**src/rtl/alu_pkg.sv**
```systemverilog
`default_nettype none
// +------------------------------------------------------------------+
// | Module      : alu_pkg                                            |
// | Description : Shared ALU op codes, instruction opcode/funct3     |
// |               constants, branch kinds and driver FSM states.     |
// | Revision    : 1.0  initial release                               |
// +------------------------------------------------------------------+
package alu_pkg;

  // ALU operation codes as seen on the ALU control input
  localparam logic [3:0] ALU_ADD = 4'b0000;
  localparam logic [3:0] ALU_SUB = 4'b0001;
  localparam logic [3:0] ALU_XOR = 4'b0010;
  localparam logic [3:0] ALU_OR  = 4'b0011;
  localparam logic [3:0] ALU_AND = 4'b0100;
  localparam logic [3:0] ALU_SLL = 4'b0101;
  localparam logic [3:0] ALU_SRL = 4'b0111;
  localparam logic [3:0] ALU_LUI = 4'b1001;

  // Major opcodes handled by the execute stage
  localparam logic [6:0] OP_R      = 7'b0110011;
  localparam logic [6:0] OP_I      = 7'b0010011;
  localparam logic [6:0] OP_LUI    = 7'b0110111;
  localparam logic [6:0] OP_LOAD   = 7'b0000011;
  localparam logic [6:0] OP_STORE  = 7'b0100011;
  localparam logic [6:0] OP_BRANCH = 7'b1100011;
  localparam logic [6:0] OP_JALR   = 7'b1100111;

  // funct3 values
  localparam logic [2:0] F3_ADD_SUB = 3'b000;
  localparam logic [2:0] F3_SLL     = 3'b001;
  localparam logic [2:0] F3_XOR     = 3'b100;
  localparam logic [2:0] F3_SRL_SRA = 3'b101;
  localparam logic [2:0] F3_OR      = 3'b110;
  localparam logic [2:0] F3_AND     = 3'b111;
  localparam logic [2:0] F3_BEQ     = 3'b000;
  localparam logic [2:0] F3_BNE     = 3'b001;

  // Branch kind carried from accept to the result capture
  localparam logic [1:0] BR_NONE = 2'd0;
  localparam logic [1:0] BR_EQ   = 2'd1;
  localparam logic [1:0] BR_NE   = 2'd2;

  typedef enum logic [1:0] {
    ST_IDLE  = 2'd0,
    ST_ISSUE = 2'd1,
    ST_RESP  = 2'd2
  } state_t;

endpackage : alu_pkg
`default_nettype wire

```
**src/rtl/alu_op_encoder.sv**
```systemverilog
`default_nettype none
// +------------------------------------------------------------------+
// | Module      : alu_op_encoder                                     |
// | Description : Combinational decode of opcode/funct3/funct7b5     |
// |               into ALU op, operand selects and branch kind.      |
// | Revision    : 1.0  initial release                               |
// +------------------------------------------------------------------+
module alu_op_encoder
  import alu_pkg::*;
(
  input  logic [6:0] opcode,
  input  logic [2:0] funct3,
  input  logic       funct7b5,
  output logic [3:0] alu_op,
  output logic       b_sel_imm,
  output logic       a_zero,
  output logic       shift_mask,
  output logic [1:0] branch_kind,
  output logic       illegal
);

  // Decode table; anything not explicitly listed is flagged illegal
  always_comb begin
    alu_op      = ALU_ADD;
    b_sel_imm   = 1'b0;
    a_zero      = 1'b0;
    shift_mask  = 1'b0;
    branch_kind = BR_NONE;
    illegal     = 1'b0;
    case (opcode)
      OP_R: begin
        case (funct3)
          F3_ADD_SUB: alu_op = funct7b5 ? ALU_SUB : ALU_ADD;
          F3_XOR:     alu_op = ALU_XOR;
          F3_OR:      alu_op = ALU_OR;
          F3_AND:     alu_op = ALU_AND;
          F3_SLL: begin
            alu_op     = ALU_SLL;
            shift_mask = 1'b1;
            illegal    = funct7b5;
          end
          F3_SRL_SRA: begin
            // SRA (b5=1) is not supported by this ALU
            alu_op     = ALU_SRL;
            shift_mask = 1'b1;
            illegal    = funct7b5;
          end
          default: illegal = 1'b1;
        endcase
      end
      OP_I: begin
        // bit 30 is immediate payload except for shifts
        b_sel_imm = 1'b1;
        case (funct3)
          F3_ADD_SUB: alu_op = ALU_ADD;
          F3_XOR:     alu_op = ALU_XOR;
          F3_OR:      alu_op = ALU_OR;
          F3_AND:     alu_op = ALU_AND;
          F3_SLL: begin
            alu_op     = ALU_SLL;
            shift_mask = 1'b1;
            illegal    = funct7b5;
          end
          F3_SRL_SRA: begin
            alu_op     = ALU_SRL;
            shift_mask = 1'b1;
            illegal    = funct7b5;
          end
          default: illegal = 1'b1;
        endcase
      end
      OP_LUI: begin
        alu_op    = ALU_LUI;
        a_zero    = 1'b1;
        b_sel_imm = 1'b1;
      end
      OP_LOAD, OP_STORE, OP_JALR: begin
        alu_op    = ALU_ADD;
        b_sel_imm = 1'b1;
      end
      OP_BRANCH: begin
        alu_op = ALU_SUB;
        case (funct3)
          F3_BEQ:  branch_kind = BR_EQ;
          F3_BNE:  branch_kind = BR_NE;
          default: illegal = 1'b1;
        endcase
      end
      default: illegal = 1'b1;
    endcase
  end

endmodule : alu_op_encoder
`default_nettype wire

```
**src/rtl/alu_op_driver.sv**
```systemverilog
`default_nettype none
// +------------------------------------------------------------------+
// | Module      : alu_op_driver                                      |
// | Description : Execute-stage front end: accepts decoded fields,   |
// |               issues one ALU operation, returns the result with  |
// |               zero / branch-taken / illegal flags.               |
// | Revision    : 1.0  initial release                               |
// +------------------------------------------------------------------+
module alu_op_driver
  import alu_pkg::*;
#(
  parameter int DATA_W  = 32,
  parameter int SHAMT_W = 5
) (
  input  logic              clk,
  input  logic              reset,
  input  logic              req_valid_i,
  output logic              req_ready_o,
  input  logic [6:0]        opcode_i,
  input  logic [2:0]        funct3_i,
  input  logic              funct7b5_i,
  input  logic [DATA_W-1:0] rs1_i,
  input  logic [DATA_W-1:0] rs2_i,
  input  logic [DATA_W-1:0] imm_i,
  output logic [3:0]        alu_op_o,
  output logic [DATA_W-1:0] alu_a_o,
  output logic [DATA_W-1:0] alu_b_o,
  input  logic [DATA_W-1:0] alu_result_i,
  input  logic              alu_zero_i,
  output logic              rsp_valid_o,
  input  logic              rsp_ready_i,
  output logic [DATA_W-1:0] rsp_result_o,
  output logic              rsp_zero_o,
  output logic              rsp_branch_taken_o,
  output logic              rsp_illegal_o
);

  state_t            state;
  state_t            state_nxt;
  logic [3:0]        enc_op;
  logic              enc_b_imm;
  logic              enc_a_zero;
  logic              enc_shift;
  logic [1:0]        enc_branch;
  logic              enc_illegal;
  logic              accept;
  logic [DATA_W-1:0] b_src;
  logic [DATA_W-1:0] b_operand;
  logic [1:0]        branch_kind;

  alu_op_encoder u_encoder (
    .opcode      (opcode_i),
    .funct3      (funct3_i),
    .funct7b5    (funct7b5_i),
    .alu_op      (enc_op),
    .b_sel_imm   (enc_b_imm),
    .a_zero      (enc_a_zero),
    .shift_mask  (enc_shift),
    .branch_kind (enc_branch),
    .illegal     (enc_illegal)
  );

  assign accept    = req_valid_i && (state == ST_IDLE);
  assign b_src     = enc_b_imm ? imm_i : rs2_i;
  // Shifts only see the low shift-amount bits of the B source
  assign b_operand = enc_shift ? {{(DATA_W-SHAMT_W){1'b0}}, b_src[SHAMT_W-1:0]} : b_src;

  // State register
  always_ff @(posedge clk or posedge reset) begin
    if (reset) state <= ST_IDLE;
    else       state <= state_nxt;
  end

  // Next-state and handshake outputs; illegal requests skip the ALU cycle
  always_comb begin
    state_nxt   = state;
    req_ready_o = 1'b0;
    rsp_valid_o = 1'b0;
    case (state)
      ST_IDLE: begin
        req_ready_o = 1'b1;
        if (req_valid_i) state_nxt = enc_illegal ? ST_RESP : ST_ISSUE;
      end
      ST_ISSUE: state_nxt = ST_RESP;
      ST_RESP: begin
        rsp_valid_o = 1'b1;
        if (rsp_ready_i) state_nxt = ST_IDLE;
      end
      default: state_nxt = ST_IDLE;
    endcase
  end

  // ALU operand registers, loaded only on a legal accept and held otherwise
  always_ff @(posedge clk or posedge reset) begin
    if (reset) begin
      alu_op_o    <= ALU_ADD;
      alu_a_o     <= '0;
      alu_b_o     <= '0;
      branch_kind <= BR_NONE;
    end else if (accept && !enc_illegal) begin
      alu_op_o    <= enc_op;
      alu_a_o     <= enc_a_zero ? '0 : rs1_i;
      alu_b_o     <= b_operand;
      branch_kind <= enc_branch;
    end
  end

  // Response registers: filled at ISSUE end or on an illegal accept, held through RESP
  always_ff @(posedge clk or posedge reset) begin
    if (reset) begin
      rsp_result_o       <= '0;
      rsp_zero_o         <= 1'b0;
      rsp_branch_taken_o <= 1'b0;
      rsp_illegal_o      <= 1'b0;
    end else if (accept && enc_illegal) begin
      rsp_result_o       <= '0;
      rsp_zero_o         <= 1'b0;
      rsp_branch_taken_o <= 1'b0;
      rsp_illegal_o      <= 1'b1;
    end else if (state == ST_ISSUE) begin
      rsp_result_o       <= alu_result_i;
      rsp_zero_o         <= alu_zero_i;
      rsp_branch_taken_o <= ((branch_kind == BR_EQ) && alu_zero_i) ||
                            ((branch_kind == BR_NE) && !alu_zero_i);
      rsp_illegal_o      <= 1'b0;
    end
  end

endmodule : alu_op_driver
`default_nettype wire

```
**config.mk**
```make
export PLATFORM = sky130hd
export DESIGN_NAME = alu_op_driver
export DESIGN_NICKNAME = d
export VERILOG_FILES = /design/src/rtl/alu_pkg.sv /design/src/rtl/alu_op_encoder.sv /design/src/rtl/alu_op_driver.sv
export SDC_FILE = /design/constraint.sdc
export NUM_CORES = 1
export LEC_CHECK = 0
export CAP_MARGIN = 0
export CORE_MARGIN = 3
export CORE_UTILIZATION = 43
export CTS_CLUSTER_DIAMETER = 100
export DETAILED_ROUTE_END_ITERATION = 8
export HOLD_SLACK_MARGIN = 0.05
export PLACE_DENSITY_LB_ADDON = 0.2
export SKIP_CTS_REPAIR_TIMING = 1
export SLEW_MARGIN = 30
export SYNTH_ARGS = -nofsm -noshare
export SYNTH_HDL_FRONTEND = slang
export SYNTH_SLANG_ARGS = --single-unit
```
**constraint.sdc**
```tcl
create_clock -name clk -period 4.5 [get_ports clk]
set_input_delay 0.9 -clock clk [delete_from_list [all_inputs] [get_ports clk]]
set_output_delay 0.9 -clock clk [all_outputs]
set_load 0.05 [all_outputs]
```
==> flow_metrics.tcl <==
set metrics [dict create \
    synth.distinct_cells 50 \
    dr.first_iter.drc_count 432 \
    grt_use_total_pct 24.9 \
    outcome "finished clean" \
    relSlewSlack_pct 33.4 \
    synth_most_common_cell "dfrtp_1" \
    setup_viol 0 \
    ys_ff_latch 107 \
    p_per_area_mw_per_mm2 418 \
    fin_area_mm2 0.00865 \
    ioPinCount 249 \
    rsz0062_at_grt "no" \
    rows 41 \
    post_dp_cell_area_mm2 0.00835 \
    drc 0 \
    die_h_um 122 \
    first_pass_iters 6 \
    yosysTopAreaCell "dfrtp_1" \
    drive_above_1_share_pct 5.28 \
    end_kind "flip-flop" \
    synth_warnings 0 \
    tritoncts "yes" \
    port_buffers 248 \
    vias 5754 \
    path_max_fanout 44 \
    cp_data_required_time_ns 4.72 \
    netlist_instances 612 \
    grt_overflow_total 0 \
    slowest_delay_ns 0.71 \
    nets 972 \
    critPathArrivalTime_ns 3.77 \
    period_needed_ns 3.54 \
    vdd_drop_max_mv 0.308 \
    post-route-util_pct 67.2 \
    path_clk_slew_ns 0.07 \
    dpl.cell_count 989 \
    ant_nets 0 \
    antenna_found_initial 0 \
    crit_chain "clkdlybuf4s50_1, xor2_2, a21o_1, nand3_4, inv_4, mux2_1" \
    fin_crit_sh_pct 78.7 \
    drv_cap 0 \
    gp_congestion 0.972 \
    synth_ff_type "dfrtp_1" \
    crit_slowest_cell "clkdlybuf4s50_1" \
    wl_per_cell_um 18.8 \
    ys_top_cells_by_count "107 x dfrtp_1, 101 x nand2_1, 56 x nand3_1, 39 x a21oi_1, 39 x clkbuf_1" \
    finClkSkew_ns 0.00373 \
    grt_pass1_wl_mm 29.6 \
    initial_utilization_pct 44.9 \
    fillers 1021 \
    synth_area_per_cell_um2 9.45 \
    hold_viol_final 0 \
    multi_input_area_mm2 0.00271 \
    vias_per_cell 5.73 \
    core-area_mm2 0.0129 \
    final_cells 1005 \
    synth_edf_count 0 \
    grt_max_degree 76 \
    syn-num-nets 756 \
    die_w_um 122 \
    async_flop_share_pct 100 \
    maxSlewViolCount 0 \
    netlist_area_mm2 0.00578 \
    p_leak_nw 3.61 \
    clkLatencyLatePin_ns 0.34 \
    antenna_cells 0 \
    clockBufferDepth 2 \
    clock.fmax_mhz 282 \
    cts_made_buffers 9 \
    synth_top_area_share_pct 46.3 \
    worstSetupPathType "input port to flip-flop" \
    clock-root-buffer "clkbuf_16" \
    clkSinkCount 107 \
    regArea_mm2 0.00268 \
    hold_path_class "flip-flop to flip-flop" \
    tightestPinTransition_ns 1.00 \
    area_growth_pct 49.6 \
    hpwlAfterDp_mm 13.2 \
    start_kind "input port" \
    die-area_mm2 0.0149 \
    finalWirelength_mm 18.9 \
    synthTopCellsByArea "dfrtp_1 46%, nand2_1 6.6%, mux2i_1 6.1%" \
    cts.htree.levels 3 \
    ys_seq_area_share_pct 46.3 \
    final.setup.tns_ns 0 \
    grt_pass1_vias 5828 \
]
-- stage by stage --
| step | hold WS, ns | worst slack [ns] | power, mW |
|---|---|---|---|
| after floorplan | 0.464 | 0.783 | 2.20 |
| after global placement | 0.462 | 0.714 | 2.81 |
| after detailed placement | 0.486 | 0.619 | 2.83 |
| after CTS | 0.501 | 0.970 | 3.64 |
| after global routing | 0.514 | 0.788 | 3.77 |
| final | 0.499 | 0.957 | 3.61 |
-- state kept, by name (all words and copies together), names as in the netlist --
register            cells
alu_a_o                32
alu_b_o                32
branch_kind             2
state                   2
alu_op_o                4
rsp_zero_o              1
rsp_result_o           32
rsp_illegal_o           1
rsp_branch_taken_o      1
-- worst paths after layout --
path                                                  from                            to  slack, ns  cells after the start
worst max-delay path                           opcode_i[4]    branch_kind[0]$_DFFE_PP0P_       0.96                      6
worst min register to register  branch_kind[1]$_DFFE_PP0P_    branch_kind[1]$_DFFE_PP0P_       0.50                      1
max in group asynchronous                            reset  rsp_result_o[28]$_DFFE_PP0P_       2.70                      3
worst min-delay path            branch_kind[1]$_DFFE_PP0P_    branch_kind[1]$_DFFE_PP0P_       0.50                      1
min in group asynchronous                            reset       alu_a_o[30]$_DFFE_PP0P_       1.06                      2
worst max register to register        state[1]$_DFFE_PP0P_    branch_kind[0]$_DFFE_PP0P_       2.00                      6
-- critical path: cells and delay by family --
family          cells  cell delay [ns]
xor+xnor            1             0.45
buf+inv             2             1.34
compound gates      1             0.33
simple gates        1             0.35
mux                 1             0.38
-- report_power, final --
part           leakage (nW)  switching (mW)  total [mW]  internal [mW]
combinational          2.15           0.994        1.57          0.573
sequential             1.32           0.111        1.25           1.14
clock                 0.144           0.343       0.793          0.450
total                  3.61            1.45        3.61           2.17
-- kinds of logic after synthesis --
kind of cell	share of synthesized area (%)
xor gates and xnor gates	0.303
buffers and inverters	7.36
DFF	46.3
AOI/OAI and AO/OA	19.2
muxes	6.45
and+or+nand+nor	20.4
-- cell usage in the layout (no fill, tap or decap), types with 2 or more instances in the layout --
cell type,count
and3b_1,2
o21ai_0,7
nor2_1,5
a21oi_1,39
mux2i_1,35
inv_1,36
a31oi_1,11
a22o_1,27
a21o_1,3
nand3b_1,8
clkbuf_16,9
and4b_1,27
clkinv_4,2
nor2b_1,3
mux2_1,2
buf_4,15
clkdlybuf4s50_1,248
a32oi_1,27
nand3_1,56
o211ai_1,28
clkbuf_1,3
nand2b_1,2
dfrtp_1,107
nand2_1,100
-- area by class of cell --
type	instances	share of cell area, %
Multi-Input combinational cell	409	31.4
Clock buffer	13	2.89
Timing Repair Buffer	263	30.0
Inverter	38	1.74
Clock inverter	3	0.550
Sequential cell	107	31.0
Tap cell	172	2.49
-- layer usage --
layer  wire (um)  part of all wire [%]  global-route usage, %
met5           0                     0                      0
met1        7460                    40                   31.9
met3        1660                   8.8                   4.83
met2        9220                    49                   41.5
met4         513                   2.7                   9.80
Note: power is estimated with default switching activity, not from simulation.
